--- src/rtl/seg_scan_driver.sv ---
// Time-multiplexed common-anode seven-segment scanner: one anode per slot,
// leading blank window per slot, frame-wide input snapshot and blink gating.
module seg_scan_driver #(
    parameter int NUM_DIGITS   = 8,
    parameter int REFRESH_DIV  = 100000,
    parameter int BLANK_CYCLES = 1000,
    parameter int BLINK_DIV    = 50
) (
    input  logic                    clk_one,
    input  logic                    reset,
    input  logic [4*NUM_DIGITS-1:0] digit_data,
    input  logic [NUM_DIGITS-1:0]   digit_en,
    input  logic [NUM_DIGITS-1:0]   dp_in,
    input  logic [NUM_DIGITS-1:0]   blink_mask,
    output logic [NUM_DIGITS-1:0]   an,
    output logic [6:0]              a_to_g,
    output logic                    dp,
    output logic                    frame_start
);

    localparam int SC_W  = (REFRESH_DIV > 1) ? $clog2(REFRESH_DIV) : 1;
    localparam int IDX_W = (NUM_DIGITS > 1)  ? $clog2(NUM_DIGITS)  : 1;
    localparam int FC_W  = (BLINK_DIV > 1)   ? $clog2(BLINK_DIV)   : 1;

    localparam logic [SC_W-1:0]  SC_MAX    = SC_W'(REFRESH_DIV - 1);
    localparam logic [SC_W-1:0]  BLANK_LIM = SC_W'(BLANK_CYCLES);
    localparam logic [IDX_W-1:0] IDX_MAX   = IDX_W'(NUM_DIGITS - 1);
    localparam logic [FC_W-1:0]  FC_MAX    = FC_W'(BLINK_DIV - 1);

    logic [SC_W-1:0]  sc;
    logic [IDX_W-1:0] idx;
    logic [FC_W-1:0]  fc;
    logic             bp;

    logic [4*NUM_DIGITS-1:0] snap_data;
    logic [NUM_DIGITS-1:0]   snap_en, snap_dp, snap_bm;

    logic                            cap;
    logic [NUM_DIGITS-1:0][3:0]      nib_arr;
    logic [NUM_DIGITS-1:0]           eff_en, eff_dp, eff_bm;
    logic [NUM_DIGITS-1:0]           an_sel;
    logic                            blank;

    function automatic logic [6:0] decode(input logic [3:0] n);
        case (n)
            4'h0:    decode = 7'b0000001;
            4'h1:    decode = 7'b1001111;
            4'h2:    decode = 7'b0010010;
            4'h3:    decode = 7'b0000110;
            4'h4:    decode = 7'b1001100;
            4'h5:    decode = 7'b0100100;
            4'h6:    decode = 7'b0100000;
            4'h7:    decode = 7'b0001111;
            4'h8:    decode = 7'b0000000;
            4'h9:    decode = 7'b0000100;
            4'hA:    decode = 7'b0001000;
            4'hB:    decode = 7'b1100000;
            4'hC:    decode = 7'b0110001;
            4'hD:    decode = 7'b1000010;
            4'hE:    decode = 7'b0110000;
            default: decode = 7'b0111000;
        endcase
    endfunction

    always_ff @(posedge clk_one or posedge reset) begin
        if (reset) begin
            sc  <= '0;
            idx <= '0;
            fc  <= '0;
            bp  <= 1'b0;
        end else if (sc == SC_MAX) begin
            sc <= '0;
            if (idx == IDX_MAX) begin
                idx <= '0;
                if (fc == FC_MAX) begin
                    fc <= '0;
                    bp <= ~bp;
                end else begin
                    fc <= fc + 1'b1;
                end
            end else begin
                idx <= idx + 1'b1;
            end
        end else begin
            sc <= sc + 1'b1;
        end
    end

    assign cap = (sc == '0) && (idx == '0);

    always_ff @(posedge clk_one or posedge reset) begin
        if (reset) begin
            snap_data <= '0;
            snap_en   <= '0;
            snap_dp   <= '0;
            snap_bm   <= '0;
        end else if (cap) begin
            snap_data <= digit_data;
            snap_en   <= digit_en;
            snap_dp   <= dp_in;
            snap_bm   <= blink_mask;
        end
    end

    // On the capture cycle the live inputs stand in for the snapshot, so the
    // first slot of a frame never shows the previous frame's values.
    assign nib_arr = cap ? digit_data : snap_data;
    assign eff_en  = cap ? digit_en   : snap_en;
    assign eff_dp  = cap ? dp_in      : snap_dp;
    assign eff_bm  = cap ? blink_mask : snap_bm;

    for (genvar k = 0; k < NUM_DIGITS; k++) begin : g_an
        assign an_sel[k] = (idx == IDX_W'(k));
    end

    assign blank = (sc < BLANK_LIM) || !eff_en[idx] || (bp && eff_bm[idx]);

    always_ff @(posedge clk_one or posedge reset) begin
        if (reset) begin
            an          <= '1;
            a_to_g      <= 7'h7F;
            dp          <= 1'b1;
            frame_start <= 1'b0;
        end else begin
            frame_start <= cap;
            if (blank) begin
                an     <= '1;
                a_to_g <= 7'h7F;
                dp     <= 1'b1;
            end else begin
                an     <= ~an_sel;
                a_to_g <= decode(nib_arr[idx]);
                dp     <= ~eff_dp[idx];
            end
        end
    end

endmodule

--- config.mk ---
export PLATFORM = sky130hd
export DESIGN_NAME = seg_scan_driver
export DESIGN_NICKNAME = d
export VERILOG_FILES = /design/src/rtl/seg_scan_driver.sv
export SDC_FILE = /design/constraint.sdc
export NUM_CORES = 1
export LEC_CHECK = 0
export CAP_MARGIN = 20
export CELL_PAD_IN_SITES_DETAIL_PLACEMENT = 2
export CELL_PAD_IN_SITES_GLOBAL_PLACEMENT = 2
export CORE_MARGIN = 5
export CORE_UTILIZATION = 37
export DETAILED_ROUTE_END_ITERATION = 16
export PLACE_DENSITY_LB_ADDON = 0.1
export SLEW_MARGIN = 20
export SYNTH_ARGS = -nofsm -noshare
export SYNTH_HDL_FRONTEND = slang
export SYNTH_SLANG_ARGS = --single-unit
--- constraint.sdc ---
create_clock -name clk_one -period 8 [get_ports clk_one]
set_input_delay 1.2 -clock clk_one [delete_from_list [all_inputs] [get_ports clk_one]]
set_output_delay 1.2 -clock clk_one [all_outputs]
set_load 0.005 [all_outputs]
==> results of run 1 <==
## Yosys cell counts (all sizes together)
cell    count
a211oi      9
a21oi       5
a22oi      10
and2        3
and3        7
and4        3
buf        10
clkbuf     14
clkinv      1
dfrtp      84
dfstp      16
ha         16
inv        28
mux2        7
mux2i       3
mux4       19
nand2     200
nand2b      1
nand3      21
nand3b      2
nand4       5
nor2       24
nor2b       1
nor3        3
nor4        3
nor4bb      1
o211ai      2
o21a        1
o21ai      22
o221ai      2
or2         2
xnor2       8
xor2       13
## per-layer routing
layer  vias to the layer above  GRT usage
met1                      2124      0.252
met3                        14     0.0274
met4                         0     0.0556
met5                         -          0
met2                        57      0.320
li1                       1942          -
## report_power, final
part / total (mW) / leakage (nW) / switching, mW / internal (mW)
Clock: 0.480 / 0.152 / 0.204 / 0.276
Sequential: 0.528 / 1.20 / 0.00748 / 0.520
Combinational: 0.0836 / 1.60 / 0.0393 / 0.0444
Total: 1.09 / 2.95 / 0.250 / 0.840
## cell usage in the layout, fill, tap and decap left out, types with 9 or more instances in the layout
cell type	instances
sky130_fd_sc_hd__nand2_1	199
sky130_fd_sc_hd__dfrtp_1	84
sky130_fd_sc_hd__clkdlybuf4s50_1	74
sky130_fd_sc_hd__inv_1	26
sky130_fd_sc_hd__nor2_1	23
sky130_fd_sc_hd__o21ai_0	21
sky130_fd_sc_hd__nand3_1	20
sky130_fd_sc_hd__mux4_2	19
sky130_fd_sc_hd__ha_1	16
sky130_fd_sc_hd__dfstp_2	16
sky130_fd_sc_hd__xor2_1	13
sky130_fd_sc_hd__a22oi_1	10
sky130_fd_sc_hd__clkbuf_16	9
## registers in the layout (all words and copies together), names as in the netlist
register and count:
snap_en 8, a_to_g 7, snap_dp 8, dp 1
fc 6, frame_start 1, an 8, snap_data 32
snap_bm 8, bp 1, idx 3, sc 17
## cell families after synthesis
logic type / after synthesis / synth area share
flops: 100 / 0.485
xor+xnor: 21 / 0.0354
mux: 29 / 0.103
fa+ha+maj: 16 / 0.0385
simple gates: 276 / 0.232
compound gates: 51 / 0.0621
buf+inv: 53 / 0.0433
## worst max-delay path, delay by kind of cell (launching register included)
kind | cells | cell delay (ns)
fa+ha+maj | 1 | 0.33
flops | 1 | 0.69
compound gates | 1 | 0.22
simple gates | 4 | 0.94
buf+inv | 3 | 1.31
mux | 2 | 1.03
## per-stage QoR
step	worst slack, ns	util	power, mW	cell area [um^2]	cells
3_5_place_dp	3.31	0.441	0.622	6100	781
2_1_floorplan	4.21	-	0.574	5200	546
5_1_grt	3.01	0.464	1.14	6420	797
4_1_cts	3.26	0.464	1.11	6420	797
3_3_place_gp	3.38	0.441	0.618	6100	781
6_report	3.37	0.464	1.09	6420	797
## worst max-delay path by stage
| stage | slack (ns) | endpoint | start |
|---|---|---|---|
| floorplan | 4.21 | bp | reset |
| global placement | 3.38 | an[0] | idx[0] |
| detailed placement | 3.31 | an[0] | idx[0] |
| CTS | 3.26 | an[0] | idx[0] |
| global route | 3.01 | an[0] | idx[0] |
| finish | 3.37 | an[2] | idx[0] |
## area by class of cell
cell class / instances / area share
Tap cell: 180 / 0.0351
Clock buffer: 9 / 0.0351
Inverter: 29 / 0.0173
Sequential cell: 100 / 0.393
Multi-Input combinational cell: 393 / 0.383
Timing Repair Buffer: 79 / 0.121
Clock inverter: 7 / 0.0152
==> results, run 1 <==
- Using the TritonRoute via totals, the vias-per-cell ratio works out to 5.19.
- The floorplan has 43 rows.
- For this run, the total global-route usage over all layers was measured as 0.188.
- The share of layout cells above drive strength 1 is 0.122.
- The worst setup skew after layout is 0.0124 ns.
- The number of placed I/O pins is 75.
- Setup violations remaining at the end of the flow were counted as 0.
- After synthesis the netlist holds a flip-flop and latch count of 100.
- The tool flagged a number of max-cap violations equal to 0.
- In this run the clock root is driven by a sky130_fd_sc_hd__clkbuf_16.
- Measured along the y axis, the die boundary spans 129 um.
- The wire-length estimate of the detail-placed layout is 10600 um.
- CTS built an H-tree with a depth of 3.
- The number of instances resized during post-cts repair is 0.
- The startpoint identified for the worst register-to-register timing path is idx[0].
- For this design the static power due to leakage is 2.95 nW.
- The number of antenna-violating nets in the routed design is 0.
- The detailed router put a total of 6750 um of wire on met1.
- Counting instances, the worst hold path has a depth of 2.
- Counting the buffers created by CTS gives 9.
- The detailed-route wire length is 14500 um.
- The count of cell types in the netlist is 45.
- The CTS clock-pin slew for the worst setup and hold paths is 0.08 ns.
- The total count of hold-check failures in the final report is 0.
- Dividing the final minimum period by the clock period gives 0.579.
- The core region is 13800 um^2.
- The detailed-router iteration count before antenna repair is 4.
- The number of global-route vias before repair came to 4743.
- The number of antenna violations at the first check in global routing is 0.
- The worst hold path belongs to the class register to register.
- The minimum clock period after layout is 4.63 ns.
- The net count after synthesis is 620.
- The proportion of netlist area held by the largest area contributor is 0.404.
- The required time of the critical path is 8.29 ns.
- The filler cell count is 1485.
- The cell area that synthesis handed to floorplanning was 5200 um^2.
- For this design the ratio of total power to cell area is 170 nW/um^2.
- The TritonCTS clock tree is done.
- The worst reg-to-reg path cell count is 11.
- In this design, the stage delay of the slowest critical-path cell is 0.69 ns.
- The number of antenna diodes in the final layout is 0.
- The final global-route overflow total is 0.
- The remaining max-slew budget at the tightest pin is 0.452.
- No sink is reached through more buffers than the 2 on the longest clock path.
- The worst min-delay path endpoint is snap_data[2].
- The maximum vdd drop is 0.0000950 V.
- The post-synthesis area per instance is 9.52 um^2.
- The total number of vias is 4137.
- The count of input and output buffers is 74.
- In this run, the number of DRC markers left after iteration 0 of detailed routing was 114.
- Entering global routing, the biggest net connects 54 pins.
- The sequential cells in the finished layout cover a total of 2520 um^2.
- The maximum fanout count along the critical path is 40.
- After clock tree synthesis, the flow added hold-fix buffers numbering 0.
- The critical register-to-register path endpoint is an[2].
- In the final timing run, aggregate negative setup slack is 0 ns.
- The flow ran to the end, and the final reports show no timing, DRC or antenna violations.
- After synthesis, the cell types taking the most area are sky130_fd_sc_hd__dfrtp_1 40%, sky130_fd_sc_hd__nand2_1 14%, sky130_fd_sc_hd__mux4_2 8.2%.
- After detailed routing, the average wire length per cell comes to 18.2 um.
- Routed signal wires occupy layers up through met4.
- Wire segments on met2 add up to 7210 um in the final route.
- The first global-routing pass estimated 24700 um of wire.
- The net count of the finished layout is 686.
- The routability congestion estimate is 0.789.
- Counting every sink on the clock net gives 100.
- The data arrival at the endpoint of the critical path is 4.92 ns.
- Summed over all nets, wire length on met3 after detailed routing comes to 362 um.
- Setup slack on the worst reg-to-reg path comes out at 3.37 ns.
- The area of the die is 16500 um^2.
- The critical setup path kind is register to register.
- The slowest stage of the critical path belongs to the cell sky130_fd_sc_hd__dfrtp_1.
- The launch point of the worst hold path is snap_data[2].
- For the worst-skew pair, the clock arrives at the later sink with an insertion delay of 0.35 ns.
- Timing would allow up to 216 MHz.
- In this run the post-CTS setup repair buffer count came out at 0.
- Setup repair after global routing left no endpoint under its margin.
- The biggest area consumer among synthesized cells is sky130_fd_sc_hd__dfrtp_1.
- The signal on the critical path passes through inv_2, ha_1, nand3_2, nor2_8, buf_4, mux4_2, mux4_2, a211oi_2, buf_4, and2_1, nand2_1.
- The synthesis-to-finish area growth is 23.5%.
- At the pin with the least slew margin, the transition time is 0.822 ns.
- The Yosys step of the flow raised 0 warnings.
- In the routed design, unresolved DRC markers number 0.
- From left edge to right edge, the die measures 129 um.
- For this configuration, the core starts out at a cell density of 0.376.
- The max-slew violation count came to 0.
- The launching element type of the critical path is a register.
- The instance count of the mapped netlist is 546.
- Hold timing on the final database bottoms out at a slack of 0.468 ns.
- The critical path endpoint category is a register.
- The portion of the post-synthesis area used by sequential elements is 0.485.
- The area used by multi-input combinational logic is 2460 um^2.
Power figures use the tool's default switching activity.
==> run 2: changes to the inputs <==
CORE_UTILIZATION = 34   (was 37)
clock period = 4.7 ns   (was 8 ns; I/O delays follow)
==> run 2 against run 1 <==
Compared with the run above: clock power rose by 75%; maximum frequency rose by 16%; sequential share of layout area fell by 0.51 points; routed wire length rose by 2.8%.
==> results, run 2 (synthesized netlist as in run 1, its figures left out) <==
- Setup repair after global routing left no endpoint under its margin.
- TritonCTS built the clock tree.
- The largest registers in the layout are snap_data (32), sc (17).
- The setup TNS after final layout is 0 ns (unchanged).
- The number of buffers added to fix hold violations after cts is 0 (unchanged).
- The share of the core filled with cells in the final layout came to 0.431 (-0.0332).
- The count of input and output buffers is 74 (unchanged).
- The detailed-router iteration count before antenna repair came to 4 (unchanged).
- The buffer levels on the longest clock path is 2 (unchanged).
- The post-route standard cell area excluding fillers is 6500 um^2 (+1.3%).
- The final HPWL from detailed placement was 11100 um (+4.5%).
- The portion of total power attributed to sequential cells is 0.476 (-0.008).
- The number of global-route vias before repair is 4720 (-0.48%).
- The clock latency reported for the late side of the worst-skew pair is 0.35 ns (about the same).
- The post-detailed-route via-to-cell ratio came to 5.10 (-1.8%).
- The number of instances resized during post-cts repair is 0 (unchanged).
- The area used by multi-input combinational logic is 2460 um^2 (unchanged).
- The total of max-cap violations was 0 (unchanged).
- The antenna diode count came to 0 (unchanged).
- The commonest non-fill, non-tap cell in the layout is sky130_fd_sc_hd__nand2_1.
- The remaining max-slew budget at the tightest pin is 0.543 (+0.0911).
- The x dimension of the die is 134 um (+4.0%).
- The first-pass GRT wire length came to 25100 um (+1.8%).
- The master cell of the clock root buffer is sky130_fd_sc_hd__clkbuf_16.
- The number of clock sinks is 100 (unchanged).
- The actual transition at the worst max-transition pin came to 0.681 ns (-0.141 ns).
- The number of placed I/O pins is 75 (unchanged).
- The cell count after placement was 797 (+2.0%).
- The post-route clock period utilization is 0.851 (+0.272).
- The number of stages on the worst hold path is 2 (unchanged).
- The data arrival at the endpoint of the critical path was 4.27 ns (-0.65 ns).
- The number of flip-flops in the largest register is 32 (unchanged).
- The max-slew violation count is 0 (unchanged).
- The final routed wire length divided by cell count was 18.4 um (+0.78%).
- Walking the worst path, the cells encountered are inv_1, ha_1, nand3_2, nor2_8, buf_4, mux4_2, a22oi_1, and2_1, inv_1, ha_1, mux2_2, mux2i_1, nand2_1.
- The area of the placeable core is 15100 um^2 (+9.1%).
- The maximum vdd drop is 0.000150 V (+58%).
- The number of antenna-violating nets in the routed design was 0 (unchanged).
- The total power divided by cell area was 290 nW/um^2 (+70%).
- The switching power total is 412 uW (+64%).
- The initial standard-cell utilization of the core came to 0.345 (-0.0315).
- The final global-route overflow total is 0 (unchanged).
- The number of setup violations in the final report is 0 (unchanged).
- The critical setup path kind is register to register.
- The routability congestion estimate is 0.757 (-4.0%).
- The CTS clock-pin slew for the worst setup and hold paths is 0.07 ns (about the same).
- The register with the highest flop count is snap_data.
- The worst setup skew after layout is 0.00772 ns (-0.00472 ns).
- The maximum fanout count along the critical path is 19 (-53%).
- The worst reg-to-reg path cell count is 13 (+2).
- The filler cell count is 1654 (+11%).
- The synthesis-to-finish area growth is 25.1%.
- The net switching share of the total power is 0.218 (-0.0111).
- The maximum number of pins on one net before global-route repair is 58 (+7.4%).
- The total number of vias is 4146 (+0.22%).
- The flow ran to the end, and the final reports show no timing, DRC or antenna violations.
- The area of the die was 17900 um^2 (+8.1%).
- The maximum level of the CTS H-tree came to 3 (unchanged).
- The share of layout cells above drive strength 1 was 0.131 (+0.00964).
- The height of the die is 134 um (+4.0%).
- The number of post-CTS setup repair buffers came to 0 (unchanged).
- The number of nets at the end of the flow is 694 (+1.2%).
- The required time of the critical path is 4.97 ns (-3.32 ns).
- The cell leakage power is 3.00 nW (+1.7%).
- The detailed-route wire length was 14900 um (+2.8%).
- The total area of sequential cells was 2520 um^2 (unchanged).
- The total number of placement rows is 45 (+4.7%).
- The setup slack after layout is 0.702 ns (-2.67 ns).
- The total placed instance area is 6170 um^2 (+1.1%).
- The internal portion of total power is 1.47 mW (+75%).
- For this design, the slowest cell found on the critical path is sky130_fd_sc_hd__dfrtp_1.
- Leaving out fill and tap cells, the most frequent cells in the layout are 199 x sky130_fd_sc_hd__nand2_1, 84 x sky130_fd_sc_hd__dfrtp_1, 74 x sky130_fd_sc_hd__clkdlybuf4s50_1.
- The clock power share is 0.446 (+0.006).
- The launching element type of the critical path is a register.
- The worst setup path is captured at a register.
- The delay contributed by the slowest stage of the critical path is 0.47 ns (-0.22 ns).
- The post-placement setup slack is 0.655 ns (-2.66 ns).
- The number of antenna violations at the first check in global routing was 0 (unchanged).
- The minimum clock period after layout was 4.00 ns (-0.634 ns).
- The count of routing violations after the opening detailed-route iteration is 140 (+23%).
- The total global routing track utilization was 0.178 (-0.0106).
- The tightest min-delay check is of the register to register type.
- The CTS buffer count is 9 (unchanged).
- The share of power burned in combinational logic was 0.077 (about the same).
- The non-filler instance count after layout is 813 (+2.0%).
- The post-detailed-route DRC marker count was 0 (unchanged).
- The total count of hold-check failures in the final report is 0 (unchanged).
- The achievable clock frequency is 250 MHz (+16%).
==> run 2: area by class of cell <==
type	instances	share of cell area
well taps	188	0.0362
clock inverters	3	0.0104
flip-flops and latches	100	0.388
repair buffers	87	0.129
inverters	29	0.0171
clock buffers	13	0.0415
multi-input cells	393	0.378
==> run 2: power by group through the flow <==
stage,combinational [mW],sequential [mW],clock [mW]
final,0.145,0.898,0.841
after global routing,0.163,0.900,0.906
after CTS,0.150,0.898,0.868
after detailed placement,0.149,0.914,0
after global placement,0.143,0.912,0
after floorplan,0.0675,0.910,0
==> run 2: final timing paths <==
kind	startpoint	to	slack, ns
max reg2reg	idx[1]	a_to_g[3]	0.70
min in group asynchronous	reset	snap_en[7]	0.68
max in group asynchronous	reset	sc[14]	3.07
min	snap_data[17]	snap_data[17]	0.47
max	idx[1]	a_to_g[3]	0.70
min reg2reg	snap_data[17]	snap_data[17]	0.47
==> run 2: layer usage <==
| metal | track usage | wire, um |
|---|---|---|
| met5 | 0 | 0 |
| met4 | 0.0520 | 220 |
| met3 | 0.0230 | 367 |
| met2 | 0.303 | 7450 |
| met1 | 0.238 | 6900 |
==> run 2: stage by stage <==
step / total power, mW / hold slack (ns)
6_report: 1.88 / 0.470
5_1_grt: 1.97 / 0.495
4_1_cts: 1.92 / 0.471
3_5_place_dp: 1.06 / 0.456
3_3_place_gp: 1.06 / 0.444
2_1_floorplan: 0.977 / 0.429
==> run 2: critical path, delay by kind of cell (launching register included) <==
| kind | cells | cell delay, ns |
|---|---|---|
| multiplexers | 3 | 0.72 |
| flip-flops | 1 | 0.47 |
| adder cells (fa/ha/maj) | 2 | 0.60 |
| AO/OA/AOI/OAI | 1 | 0.23 |
| buffers and inverters | 3 | 0.81 |
| AND/OR/NAND/NOR | 4 | 1.08 |
